File: src/rtl/sm_fetch_queue.sv
// sm_fetch_queue: instruction fetch front-end.
// It drives the instruction ROM address and captures the combinational read
// data. Fetched words are buffered with their PCs in a small FIFO and handed
// to decode over a valid/ready handshake. It also handles PC redirects and
// halts fetch when the PC runs past the end of the ROM.
module sm_fetch_queue #(
    parameter int          DEPTH    = 4,
    parameter logic [31:0] RESET_PC = 32'h0000_0000,
    parameter int          ROM_SIZE = 128
) (
    input  logic                      clk,
    input  logic                      rst,
    output logic [31:0]               im_addr,
    input  logic [31:0]               im_data,
    input  logic                      redirect_valid,
    input  logic [31:0]               redirect_pc,
    output logic                      out_valid,
    input  logic                      out_ready,
    output logic [31:0]               out_instr,
    output logic [31:0]               out_pc,
    output logic                      fetch_fault,
    output logic [$clog2(DEPTH):0]    level
);

    localparam int                PTR_W      = $clog2(DEPTH);
    localparam int                CNT_W      = PTR_W + 1;
    localparam logic [CNT_W-1:0]  DEPTH_C    = CNT_W'(DEPTH);
    localparam logic [31:0]       ROM_SIZE_C = 32'(ROM_SIZE);
    localparam logic [31:0]       WORD_MASK  = 32'hFFFF_FFFC;

    logic [31:0]      fetch_pc_q, fetch_pc_d;
    logic [PTR_W-1:0] rd_ptr_q, rd_ptr_d;
    logic [PTR_W-1:0] wr_ptr_q, wr_ptr_d;
    logic [CNT_W-1:0] count_q, count_d;
    logic             fault_q, fault_d;
    logic [31:0]      pc_mem_q    [DEPTH];
    logic [31:0]      instr_mem_q [DEPTH];

    logic             pop_s;
    logic             in_range_s;
    logic             can_push_s;
    logic             push_s;

    // Handshake and push qualification; a redirect suppresses the push.
    always_comb begin
        out_valid  = (count_q != {CNT_W{1'b0}});
        pop_s      = out_valid & out_ready;
        in_range_s = ({2'b00, fetch_pc_q[31:2]} < ROM_SIZE_C);
        can_push_s = ~fault_q & in_range_s & ((count_q < DEPTH_C) | pop_s);
        push_s     = can_push_s & ~redirect_valid;
    end

    // Next-state logic: redirect flushes everything, otherwise push/pop/fault.
    always_comb begin
        fetch_pc_d = fetch_pc_q;
        rd_ptr_d   = rd_ptr_q;
        wr_ptr_d   = wr_ptr_q;
        count_d    = count_q;
        fault_d    = fault_q;
        if (redirect_valid) begin
            fetch_pc_d = redirect_pc & WORD_MASK;
            rd_ptr_d   = {PTR_W{1'b0}};
            wr_ptr_d   = {PTR_W{1'b0}};
            count_d    = {CNT_W{1'b0}};
            fault_d    = 1'b0;
        end else begin
            if (push_s) begin
                wr_ptr_d   = wr_ptr_q + PTR_W'(1);
                fetch_pc_d = fetch_pc_q + 32'd4;
            end else begin
                wr_ptr_d   = wr_ptr_q;
                fetch_pc_d = fetch_pc_q;
            end
            if (pop_s) begin
                rd_ptr_d = rd_ptr_q + PTR_W'(1);
            end else begin
                rd_ptr_d = rd_ptr_q;
            end
            case ({push_s, pop_s})
                2'b10:   count_d = count_q + CNT_W'(1);
                2'b01:   count_d = count_q - CNT_W'(1);
                default: count_d = count_q;
            endcase
            // Fault latches once the PC leaves the ROM; only redirect/reset clear it.
            if (!in_range_s) begin
                fault_d = 1'b1;
            end else begin
                fault_d = fault_q;
            end
        end
    end

    // Control state registers with synchronous reset.
    always_ff @(posedge clk) begin
        if (rst) begin
            fetch_pc_q <= RESET_PC & WORD_MASK;
            rd_ptr_q   <= {PTR_W{1'b0}};
            wr_ptr_q   <= {PTR_W{1'b0}};
            count_q    <= {CNT_W{1'b0}};
            fault_q    <= 1'b0;
        end else begin
            fetch_pc_q <= fetch_pc_d;
            rd_ptr_q   <= rd_ptr_d;
            wr_ptr_q   <= wr_ptr_d;
            count_q    <= count_d;
            fault_q    <= fault_d;
        end
    end

    // FIFO storage; contents are only observed while the entry is counted valid.
    always_ff @(posedge clk) begin
        if (push_s && !rst) begin
            pc_mem_q[wr_ptr_q]    <= fetch_pc_q;
            instr_mem_q[wr_ptr_q] <= im_data;
        end
    end

    // Head outputs come from registered state only; forced to 0 when empty.
    always_comb begin
        if (out_valid) begin
            out_instr = instr_mem_q[rd_ptr_q];
            out_pc    = pc_mem_q[rd_ptr_q];
        end else begin
            out_instr = 32'h0000_0000;
            out_pc    = 32'h0000_0000;
        end
    end

    // ROM word address and status outputs.
    always_comb begin
        im_addr     = {2'b00, fetch_pc_q[31:2]};
        fetch_fault = fault_q;
        level       = count_q;
    end

endmodule

File: config.mk
export PLATFORM = sky130hd
export DESIGN_NAME = sm_fetch_queue
export DESIGN_NICKNAME = d
export VERILOG_FILES = /design/src/rtl/sm_fetch_queue.sv
export SDC_FILE = /design/constraint.sdc
export NUM_CORES = 1
export LEC_CHECK = 0
export ABC_AREA = 1
export CORE_MARGIN = 2
export CORE_UTILIZATION = 23
export DETAILED_ROUTE_END_ITERATION = 6
export PLACE_DENSITY = 0.52
export SETUP_SLACK_MARGIN = 0.02
export SYNTH_ARGS = -nofsm -noshare
export SYNTH_HDL_FRONTEND = slang
export SYNTH_SLANG_ARGS = --single-unit
File: constraint.sdc
create_clock -name clk -period 5.6 [get_ports clk]
set_input_delay 1.4 -clock clk [delete_from_list [all_inputs] [get_ports clk]]
set_output_delay 1.4 -clock clk [all_outputs]
set_load 0.01 [all_outputs]
; Yosys cells after proc, flatten, opt, wreduce, memory -nomap -nowiden
; Memory sizes are Yosys's and may differ from the RTL's. A register that Yosys moved wholly into a read port is not among the register bits.
; Cells that the tools add are included.
[word_totals]
regBits = 40
latch_bits = 0
ram_bits = 256
romBits = 0
inputBits = 68
wordCells = 41
mem_count = 2
[op_classes]
addsub = 5
mul = 0
div_mod_pow = 0
order_cmp = 2
eq_ne = 2
n_shift = 0
muxes = 11
bitwise_logic = 7
reduce_logical = 6
[memory_table]
columns = memory, words, width, read_ports, rd_ports_with_merged_regs, wr, line
row1 = instr_mem_q, 4, 32, 1, 1, 1, 37  ; logic [31:0] instr_mem_q [DEPTH];
row2 = pc_mem_q, 4, 32, 1, 1, 1, 36  ; logic [31:0] pc_mem_q [DEPTH];
[op_table]
columns = cell, n
row1 = 32-bit two-way mux, 4
row2 = "32-bit by 3-bit adder with 32-bit output, second input constant", 1
row3 = "30-bit by 8-bit less-than comparator with 1-bit output, second input constant", 1
row4 = 2-bit two-way mux, 4
row5 = 3-bit case mux with 2 select lines, 1
row6 = "2-bit by 1-bit adder with 2-bit output, second input constant", 2
row7 = 1-bit AND, 4
row8 = 2-bit nonzero test, 2
row9 = "3-bit by 1-bit adder with 3-bit output, second input constant", 1
row10 = "3-bit less-than comparator, second input constant", 1
row11 = 3-bit nonzero test, 1
row12 = "3-bit by 1-bit subtractor with 3-bit output, second input constant", 1
row13 = "2-bit by 1-bit equality test with 1-bit output, second input constant", 1
row14 = "2-bit equality test, second input constant", 1
row15 = 1-bit two-way mux, 2
row16 = 1-bit NOT, 2
row17 = 2-bit OR reduction, 1
row18 = 1-bit logical AND, 1
row19 = 1-bit logical NOT, 1
row20 = 1-bit OR, 1

; Logic depth before layout (Yosys ltp)
[logic_depth]
ltp_word = 8
ltp_mapped = 14
depth_no_buf = 13

; Worst setup path before layout
; OpenSTA, ideal clock, no wires.
[synth_timing]
path_type = input port to flip-flop
from = input port redirect_valid
to = memory instr_mem_q[0][0], enable pin
setup_ps = 482
t_arrival_ps = 4578
required_ps = 5118
path_slack_ps = 540
cell_stages = 4
cell_sequence = buf_2 nor2_1 nand2_2 nor2_1
[synth_between]
elab_chain_cells = 5
[synth_lines]
columns = item, line
row1 = "start, declared", 15  ; input logic redirect_valid,
row2 = 1-bit NOT, 50  ; push_s = can_push_s & ~redirect_valid;
row3 = 1-bit AND, 50
row4 = 1-bit logical AND, 112  ; if (push_s && !rst) begin
row5 = 1-bit two-way mux, 112
row6 = 1-bit two-way mux (implied by the code), 114  ; instr_mem_q[wr_ptr_q] <= im_data;
row7 = "end, declared", 37
; No other way between the ends.

==> impl_metrics.tcl <==
set metrics [dict create \
    status "finished clean" \
    rsz0062_at_grt "no" \
    avgSynthCellArea_sq_um 11.5 \
    critPathMaxFanout 77 \
    timing.final.ws_setup_ns 1.12 \
    placed_area_sq_um 13800 \
    crit_end "out_instr[1]" \
    cts_resized 0 \
    hpwl_um 17500 \
    die_area_sq_um 51500 \
    relSlewSlack 0.226 \
    vias 7780 \
    wl_um 31000 \
    globalRouteTotalUtil 0.120 \
    wire_per_inst_um 16.9 \
    maxSlewViolCount 0 \
    nets 1228 \
    drt_iter0_drc 469 \
    die_w_um 227 \
    min_period_over_period 0.801 \
    area_growth_syn_to_layout_pct 29.7 \
    syn_inst 998 \
    htree_levels 2 \
    drc 0 \
    setup_violations 0 \
    overflow 0 \
    min_period_ns 4.48 \
    max_freq_mhz 223 \
    synthArstFlopShare 0 \
    holdCritPathClass "register to register" \
    pre_cts_slack_ns 1.56 \
    path_class "register to output pin" \
    fin_area_sq_um 14800 \
    hold_viol 0 \
    drive_gt1_frac 0.0637 \
    r2r_slack_ns 2.90 \
    worst_ep_required_time_ns 4.20 \
    cts_inserted_buffers 34 \
    r2r_end "level[2]" \
    end_kind "output pin" \
    antenna_cells 0 \
    syn-cell-area_sq_um 11400 \
    startpoint_type "register" \
    synthFlopType "edfxtp_1" \
    p_leak_nw 4.98 \
    grt_max_degree 78 \
    rows 81 \
    cts_setup_buffers 0 \
    ios 169 \
    io_buffers 162 \
    cts.hold.buffers_added 0 \
    routabilityCongestion 0.737 \
    fp.coreArea_sq_um 49100 \
    r2r_cells 14 \
    fin_skew_ns 0.0150 \
    viasPerCell 4.23 \
    cts.sinks 288 \
    postLayoutCoreUtil 0.302 \
    synthDistinctLibCells 26 \
    fin_tns_setup_ns 0 \
    insertion_delay_ns 0.52 \
    cts_buffer_depth 3 \
    dr.pass1.iters 4 \
    cap_violations 0 \
    timing.rr.start "fetch_pc_q[20]" \
    ant_nets 0 \
    ys_ff_latch 288 \
    die_h_um 227 \
    ir_worst_vdd_uv 173 \
    yosys_warnings 0 \
    grt_pass1_vias 7722 \
    clk_pin_slew_ns 0.06 \
    synth_edf_count 248 \
    cts_tree "done" \
    yosys.area.top_type_share 0.651 \
    yosys.area.top_type "edfxtp_1" \
    synthTopCellsByCount "nor2_1 (283), edfxtp_1 (248), o21ai_0 (139), a21oi_1 (96), nand2_1 (55)" \
    grt_pass1_wl_um 46200 \
    max_slew.worst_pin.slew_ns 1.16 \
    yosysSeqAreaShare 0.721 \
    post-synth-top-count-cell "nor2_1" \
    yosys-top-cells-area "edfxtp_1 (65%), nor2_1 (9.3%), dfxtp_1 (7.0%)" \
    grt_antenna_before_repair 0 \
    cts-root-buf "clkbuf_16" \
    start_util 0.233 \
    power_density_nw_per_um2 313 \
    crit_arrival_ns 3.08 \
]
==> where the power goes <==
part	switching (W)	total (W)	internal, W
logic	0.0000750	0.000161	0.0000856
clock network	0.000846	0.00211	0.00126
registers	0.0000310	0.00237	0.00234
total	0.000952	0.00464	0.00369
==> metrics by stage <==
| step | hold WS (ns) | cells | power [W] |
|---|---|---|---|
| after floorplan | 0.436 | 1001 | 0.00247 |
| after detailed placement | 0.447 | 1781 | 0.00258 |
| after global placement | 0.449 | 1781 | 0.00258 |
| after global routing | 0.494 | 1841 | 0.00481 |
| final | 0.469 | 1841 | 0.00464 |
| after CTS | 0.460 | 1841 | 0.00472 |
==> layout by cell type, fill, tap and decap left out, drive strengths merged, types with 2 or more instances in the layout <==
cell / netlist / routed
inv: 26 / 27
clkbuf: 30 / 43
a21oi: 96 / 96
nand3: 31 / 31
o21ai: 139 / 139
clkinv: 0 / 13
dfxtp: 40 / 40
nand2: 56 / 56
ha: 6 / 6
conb: 1 / 4
xor2: 2 / 2
bufinv: 0 / 2
edfxtp: 248 / 248
clkdlybuf4s50: 0 / 162
buf: 33 / 17
nor2: 283 / 283
==> metal layers <==
layer | share of wire | GRT usage | vias to the layer above
met4 | 0.026 | 0.0436 | 0
met1 | 0.46 | 0.157 | 3773
li1 | - | - | 3779
met5 | 0 | 0 | -
met3 | 0.042 | 0.0231 | 47
met2 | 0.47 | 0.198 | 181
==> sequential cells by signal (all words and copies together), names as in the netlist, named ones only <==
| register | flops |
|---|---|
| level | 3 |
| rd_ptr_q | 2 |
| pc_mem_q | 120 |
| fetch_fault | 1 |
| wr_ptr_q | 2 |
| fetch_pc_q | 30 |
| instr_mem_q | 128 |
==> cell families (layout without fill, tap and decap cells) <==
family          after synthesis  in the layout  share of synthesized area
other cells                   1              4                   0.000328
compound gates              236            236                      0.103
simple gates                373            373                      0.128
mux                           1              1                   0.000875
buf+inv                      89            265                     0.0360
xor+xnor                      3              3                    0.00230
fa+ha+maj                     7              7                    0.00831
flops                       288            288                      0.721
==> layout make-up <==
cell class                      instances  area, sq um
Sequential cell                       288         8260
Timing Repair Buffer                  179         1770
Multi-Input combinational cell        624         2820
Inverter                               26          100
Clock inverter                         17          133
Tap cell                              664          831
Fill cell                            5050        34200
Clock buffer                           43          926
==> how the worst min path moves through the flow <==
stage	startpoint	depth (start not counted)	to
5_1_grt	rd_ptr_q[1]	2	register
6_report	rd_ptr_q[1]	2	register
3_3_place_gp	rd_ptr_q[0]	1	register
2_1_floorplan	rd_ptr_q[1]	2	register
3_5_place_dp	rd_ptr_q[1]	2	register
4_1_cts	rd_ptr_q[1]	2	register
==> critical path, stage by stage, from the launching register on <==
cell,delay [ns]
dfxtp_4,0.49
inv_4,0.64
buf_4,0.41
o21ai_0,0.14
a21oi_1,0.24
clkdlybuf4s50_1,0.59
(Power assumes the default switching activity.)
